File: config.mk
export PLATFORM = sky130hd
export DESIGN_NAME = max7219_write_scheduler
export DESIGN_NICKNAME = d
export VERILOG_FILES = /design/src/rtl/max7219_write_scheduler.sv
export SDC_FILE = /design/constraint.sdc
export NUM_CORES = 1
export LEC_CHECK = 0
export CORE_ASPECT_RATIO = 1.25
export CORE_MARGIN = 2
export CORE_UTILIZATION = 45
export CTS_CLUSTER_SIZE = 20
export DETAILED_ROUTE_END_ITERATION = 8
export HOLD_SLACK_MARGIN = 0.12
export PLACE_DENSITY = 0.74
export RECOVER_POWER = 50
export SKIP_CTS_REPAIR_TIMING = 1
export SLEW_MARGIN = 20
export SYNTH_ARGS = -nofsm -noshare
export SYNTH_HDL_FRONTEND = slang
export SYNTH_SLANG_ARGS = --single-unit
export TNS_END_PERCENT = 100
File: constraint.sdc
create_clock -name i_clk -period 4.8 [get_ports i_clk]
set_clock_uncertainty 0.05 [all_clocks]
set_input_delay 0.96 -clock i_clk [delete_from_list [all_inputs] [get_ports i_clk]]
set_output_delay 0.96 -clock i_clk [all_outputs]
set_load 0.03 [all_outputs]
File: src/rtl/max7219_write_scheduler.sv
// Sequences MAX7219 register writes (configuration and digit frames) into
// single 16-bit words handed to a serializer with a stb/ack handshake.
module max7219_write_scheduler #(
  parameter int         NUM_DIGITS = 8,
  parameter logic [3:0] INTENSITY  = 4'h8
) (
  input  logic                    i_clk,
  input  logic                    i_reset,
  input  logic                    i_cfg_stb,
  input  logic                    i_update_stb,
  input  logic [8*NUM_DIGITS-1:0] i_digits,
  output logic                    o_word_stb,
  output logic [15:0]             o_word,
  input  logic                    i_word_ack,
  output logic                    o_busy,
  output logic                    o_frame_done
);

  localparam int IDX_MAX = (NUM_DIGITS > 5) ? NUM_DIGITS : 5;
  localparam int IDX_W   = $clog2(IDX_MAX + 1);
  localparam logic [IDX_W-1:0] CFG_LAST = IDX_W'(4);
  localparam logic [IDX_W-1:0] DIG_LAST = IDX_W'(NUM_DIGITS - 1);

  typedef enum logic [2:0] {
    S_IDLE,
    S_CFG_REQ,
    S_CFG_WAIT,
    S_DIG_REQ,
    S_DIG_WAIT
  } state_t;

  state_t                  state_q, state_d;
  logic                    word_stb_q, word_stb_d;
  logic [15:0]             word_q, word_d;
  logic                    busy_q, busy_d;
  logic                    frame_done_q, frame_done_d;
  logic                    cfg_pending_q, cfg_pending_d;
  logic                    upd_pending_q, upd_pending_d;
  logic [8*NUM_DIGITS-1:0] snap_q, snap_d;
  logic [IDX_W-1:0]        idx_q, idx_d;

  function automatic logic [15:0] cfg_word(input logic [IDX_W-1:0] idx);
    logic [15:0] w;
    case (idx)
      IDX_W'(0): w = 16'h0C01;
      IDX_W'(1): w = 16'h09FF;
      IDX_W'(2): w = {8'h0B, 8'(NUM_DIGITS - 1)};
      IDX_W'(3): w = {8'h0A, 4'h0, INTENSITY};
      default:   w = 16'h0F00;
    endcase
    return w;
  endfunction

  function automatic logic [15:0] digit_word(input logic [8*NUM_DIGITS-1:0] snap,
                                             input logic [IDX_W-1:0]        idx);
    logic [15:0] w;
    w = 16'h0000;
    for (int n = 0; n < NUM_DIGITS; n++) begin
      if (idx == IDX_W'(n)) begin
        w = {4'h0, 4'(n + 1), snap[8*n +: 8]};
      end
    end
    return w;
  endfunction

  always_comb begin
    state_d       = state_q;
    word_stb_d    = word_stb_q;
    word_d        = word_q;
    frame_done_d  = 1'b0;
    snap_d        = snap_q;
    idx_d         = idx_q;
    cfg_pending_d = cfg_pending_q | i_cfg_stb;
    upd_pending_d = upd_pending_q | i_update_stb;

    case (state_q)
      S_IDLE: begin
        // A strobe on the very cycle its sequence starts stays pending.
        if (cfg_pending_q) begin
          state_d       = S_CFG_REQ;
          idx_d         = '0;
          cfg_pending_d = i_cfg_stb;
        end else if (upd_pending_q) begin
          state_d       = S_DIG_REQ;
          idx_d         = '0;
          upd_pending_d = i_update_stb;
          snap_d        = i_digits;
        end
      end
      S_CFG_REQ: begin
        word_stb_d = 1'b1;
        word_d     = cfg_word(idx_q);
        state_d    = S_CFG_WAIT;
      end
      S_CFG_WAIT: begin
        if (i_word_ack) begin
          word_stb_d = 1'b0;
          idx_d      = idx_q + 1'b1;
          state_d    = (idx_q == CFG_LAST) ? S_IDLE : S_CFG_REQ;
        end
      end
      S_DIG_REQ: begin
        word_stb_d = 1'b1;
        word_d     = digit_word(snap_q, idx_q);
        state_d    = S_DIG_WAIT;
      end
      S_DIG_WAIT: begin
        if (i_word_ack) begin
          word_stb_d = 1'b0;
          idx_d      = idx_q + 1'b1;
          if (idx_q == DIG_LAST) begin
            state_d      = S_IDLE;
            frame_done_d = 1'b1;
          end else begin
            state_d = S_DIG_REQ;
          end
        end
      end
      default: begin
        state_d    = S_IDLE;
        word_stb_d = 1'b0;
      end
    endcase

    busy_d = (state_d != S_IDLE);
  end

  // Reset leaves a configuration request pending so the display is set up
  // automatically once reset is released.
  always_ff @(posedge i_clk or posedge i_reset) begin
    if (i_reset) begin
      state_q       <= S_IDLE;
      word_stb_q    <= 1'b0;
      word_q        <= 16'h0000;
      busy_q        <= 1'b0;
      frame_done_q  <= 1'b0;
      cfg_pending_q <= 1'b1;
      upd_pending_q <= 1'b0;
      snap_q        <= '0;
      idx_q         <= '0;
    end else begin
      state_q       <= state_d;
      word_stb_q    <= word_stb_d;
      word_q        <= word_d;
      busy_q        <= busy_d;
      frame_done_q  <= frame_done_d;
      cfg_pending_q <= cfg_pending_d;
      upd_pending_q <= upd_pending_d;
      snap_q        <= snap_d;
      idx_q         <= idx_d;
    end
  end

  assign o_word_stb   = word_stb_q;
  assign o_word       = word_q;
  assign o_busy       = busy_q;
  assign o_frame_done = frame_done_q;

endmodule

# Word level (Yosys, flattened, before mapping)
# Index checks and enable logic that the tools add are counted.
# totals
regBits,92
out_inout_bits,19
# op_classes
n_addsub,1
eq_ne,13
n_mux,31
bitwise,4
n_reduce_logical,10
# ops
operator,count
2-to-1 mux 16 bit,7
case mux 11 bit (4 select lines),1
case mux 16 bit (2 select lines),1
"equality test 4 x 3 -> 1 bit, second input constant",4
case mux 3 bit (5 select lines),1
2-to-1 mux 3 bit,4
2-to-1 mux 4 bit,3
2-to-1 mux 1 bit,10
2-to-1 mux 9 bit,1
"equality test 4 x 2 -> 1 bit, second input constant",2
case mux 4 bit (2 select lines),1
"equality test 3 x 2 -> 1 bit, second input constant",2
AND reduction 3 bit,2
"adder 4 x 1 -> 4 bit, second input constant",1
"equality test 4 x 1 -> 1 bit, second input constant",1
zero test 4 bit,1
nonzero test 2 bit,2
OR reduction 2 bit,2
"equality test 3 x 1 -> 1 bit, second input constant",1
"equality test 3 bit, second input constant",1
zero test 3 bit,1
"inequality test 3 bit, second input constant",1
case mux 1 bit (3 select lines),1
nonzero test 3 bit,1
5 further kinds,7

# Depth between registers and ports, before layout
# depth
depth_word,10
ltp_mapped,8

# Worst setup path after synthesis
# No wires, ideal clock.
# synth_path
path_type,reg2reg
start,register idx_q[1]
end,"register word_q[7], in the netlist o_word[7]"
arrival_ns,1.855
required_time_ns,4.630
setup_slack_ns,2.775
stages_incl_launch_ff,8
n_path_buf,1
path_cell_list,dfrtp_1 -> inv_1 -> ha_1 -> clkbuf_1 -> or3b_2 -> a32oi_1 -> o32ai_1 -> a31o_2
# synth_via
elab_chain_cells,10
word_cells_on_any_way,18
# synth_lines
element,line_no,rtl
from (decl),40,"logic [IDX_W-1:0] idx_q, idx_d;"
from (signal assigned),150,idx_q <= idx_d;
zero test 4 bit,"44, 59",
2-to-1 mux 9 bit,59,if (idx == IDX_W'(n)) begin
2-to-1 mux 16 bit (7 in series),59,
case mux 16 bit (2 select lines) *,76,case (state_q)
to (signal assigned),144,word_q <= word_d;
to (decl),34,"logic [15:0] word_q, word_d;"
# Every way passes the cells marked *; elsewhere a longest branch is shown, timed or not.
# A chain may end at the register's enable or synchronous reset.

# Final worst setup path
# layout_path
start,register state_q[1]
end,register snap_q[40]
# layout_via
elab_chain_cells,2
# layout_lines
element,line_no,rtl
from (decl),32,"state_t state_q, state_d;"
from (signal assigned),142,state_q <= state_d;
zero test 3 bit,76,
AND reduction 3 bit (no source line),--,
to (signal assigned),149,snap_q <= snap_d;
to (decl),39,"logic [8*NUM_DIGITS-1:0] snap_q, snap_d;"
# Every way passes these cells.

==> impl_metrics.toml <==
[status]
status = "complete, but fails checks"
violations = "max-capacitance violations, max-slew violations"

[sta]
fmax_mhz = 294.5
timing.final.crit_share = 0.7075
worstMarginPinSlew_ns = 2.656
finalSetupTns_ns = 0
slew_violations = 62
setup_viol = 0
rsz0062_at_grt = "no"
finalHoldViolCount = 0
finalCriticalPeriod_ns = 3.396
maxSlewHeadroom = -0.7806
hold_slack_ns = 0.4283

[placement]
gp_congestion = 0.9023
dp_hpwl_um = 7809
place_area_um2 = 5335
portBuffers = 83

[clock_tree]
htreeDepth = 3
cts_tree = "done"
worstSkewPairLatency_ns = 0.33
cts_buffers = 9
cts_sinks = 88
cts_buffer_depth = 2
cts_root_buf = "clkbuf_16"
clk_pin_slew_ns = 0.06

[setup_path]
cp-end-kind = "flip-flop"
crit_family = "simple AND/OR/NAND/NOR gates"
cp_max_fo = 42
critPathSlowestCell = "or3b_1"
critical_path_required_ns = 4.97
crit_path_max_incr_delay_ns = 1.09
startpoint_type = "flip-flop"
crit_chain = "or3_1 > or3b_1 > buf_4 > mux2_2"
critPathBufInv = 1
path_class = "reg -> reg"
reg2reg_from = "state_q[1]"
critPathLaunch = "state_q[1]"
cp_data_arrival_time_ns = 3.57

[die]
row_count = 41
die_h_um = 116.5
core-area_um2 = 9952
die_area_um2 = 10950
start_util = 0.4576
die_w_um = 93.98
ios = 88

[yosys]
ys_seq_elements = 88
avgSynthCellArea_um2 = 12.21
synth_edf_count = 0
ys_seq_area_frac = 0.4838
synth_area_um2 = 4554
netlist_instances = 373
async_reset_ff_frac = 1.000
yosysWarnings = 0
ys.flop_type = "dfrtp_1"
synthDistinctLibCells = 59

[cells_and_area]
multi_input_area_um2 = 2067
layout_common_cells = "87 x dfrtp_1, 81 x clkdlybuf4s50_1, 60 x mux2_4"
post-route-cell-area_um2 = 5617
antenna_cells = 0
fillers = 850
post-route-util = 0.5644
drive_above_1_share = 0.1991
finish.net_count = 516
layout.area.seq_um2 = 2203
area_growth_syn_to_layout_pct = 23.32
layout_commonest_cell = "dfrtp_1"

[routing]
drc = 0
drtIter0Drc = 194
routed_via_density = 5.557
vias = 3201
wl_per_cell_um = 18.60
routed_wl_um = 10710
drtAntennaViolNets = 0
firstDrtPassIters = 5

[pwr]
powerDensity_nw_per_um2 = 637.2
worst_ir_drop_vdd_mv = 0.2369
leakagePower_nw = 2.520
finalPower_w = 0.003579

[grt]
grt-ovfl-total = 0
gr-usage-all-layers = 0.2023
grt_pass1_vias = 3214
antenna_found_initial = 0
grt_start_max_net_pins = 62
grt_pass1_wl_um = 16870

[job]
maxCapViolations = 1

[min_path]
worstHoldStart = "o_word[9]"
hp-class = "reg -> reg"
-- path summary, 6_finish.rpt --
kind / end / slack [ns] / cells after the start
worst max-delay path: snap_q[40] / 1.40 / 4
worst min-delay path: o_word[9] / 0.43 / 2
worst max register to register: snap_q[40] / 1.40 / 4
worst min register to register: o_word[9] / 0.43 / 2
max in group asynchronous: snap_q[1] / 1.67 / 3
min in group asynchronous: snap_q[28] / 1.76 / 2
-- stage by stage --
stage	cells	setup slack, ns
2_1_floorplan	376	1.513
3_3_place_gp	561	2.077
3_5_place_dp	561	1.978
4_1_cts	576	1.963
5_1_grt	576	1.139
6_report	576	1.404
-- cell families after synthesis --
family                     count (synthesis)  synth area share
AOI/OAI and AO/OA                         80            0.1239
xor gates and xnor gates                   3          0.005770
adders and majority gates                  4           0.01099
buffers and inverters                     41           0.06319
DFF                                       88            0.4838
muxes                                     64            0.2077
other                                      1         0.0008234
and+or+nand+nor                           92            0.1038
-- cell usage after synthesis, types with 3 or more instances --
| cell type | number | share of area |
|---|---|---|
| dfrtp_1 | 87 | 0.48 |
| mux2_4 | 60 | 0.20 |
| nand2_1 | 27 | 0.022 |
| nor2_1 | 21 | 0.017 |
| o21ai_0 | 19 | 0.021 |
| clkbuf_1 | 15 | 0.012 |
| inv_1 | 11 | 0.0091 |
| a21oi_1 | 10 | 0.011 |
| o211ai_1 | 8 | 0.013 |
| a221o_1 | 6 | 0.013 |
| a31oi_1 | 6 | 0.0082 |
| buf_12 | 6 | 0.026 |
| nor2b_1 | 6 | 0.0082 |
| nand3_1 | 5 | 0.0055 |
| nor3_1 | 5 | 0.0055 |
| or3_1 | 5 | 0.0069 |
| buf_4 | 4 | 0.0066 |
| ha_1 | 4 | 0.011 |
| mux2_2 | 4 | 0.0099 |
| a21o_1 | 3 | 0.0049 |
| a221oi_1 | 3 | 0.0058 |
| a22oi_1 | 3 | 0.0049 |
| a32o_1 | 3 | 0.0066 |
| a32oi_1 | 3 | 0.0058 |
| nand3b_1 | 3 | 0.0049 |
| or2_2 | 3 | 0.0041 |
-- sequential cells by signal (all words and copies together) (netlist names) --
| name | count |
|---|---|
| snap_q | 64 |
| o_word | 12 |
| idx_q | 4 |
| state_q | 3 |
| cfg_pending_q | 1 |
| o_busy | 1 |
| o_frame_done | 1 |
| o_word_stb | 1 |
| upd_pending_q | 1 |
-- area by class of cell --
type,instances,area share
multi-input cells,247,0.3680
flip-flops and latches,88,0.3923
repair buffers,86,0.1519
well taps,129,0.02874
inverters,11,0.007574
clock buffers,12,0.04388
clock inverters,3,0.007574
-- routing by layer --
layer	track usage	part of all wire	routed length (um)	vias up
li1	-	-	-	1486
met1	0.2605	0.41	4396	1568
met2	0.3295	0.51	5450	112
met3	0.03419	0.042	450	35
met4	0.1043	0.039	414	0
met5	0	0	0	-
-- report_power, final --
part / total (W) / internal, W / switching (W)
registers: 0.00140 / 0.00110 / 0.000296
clock network: 0.000685 / 0.000414 / 0.000271
logic: 0.00149 / 0.000830 / 0.000663
total: 0.00358 / 0.00235 / 0.00123
-- worst min-delay path: cells and delay by family (launching register included) --
| kind | cells | cell delay, ns |
|---|---|---|
| flops | 1 | 0.34 |
| simple gates | 1 | 0.04 |
| compound gates | 1 | 0.06 |
No activity file was read; power rests on OpenSTA's default activity.
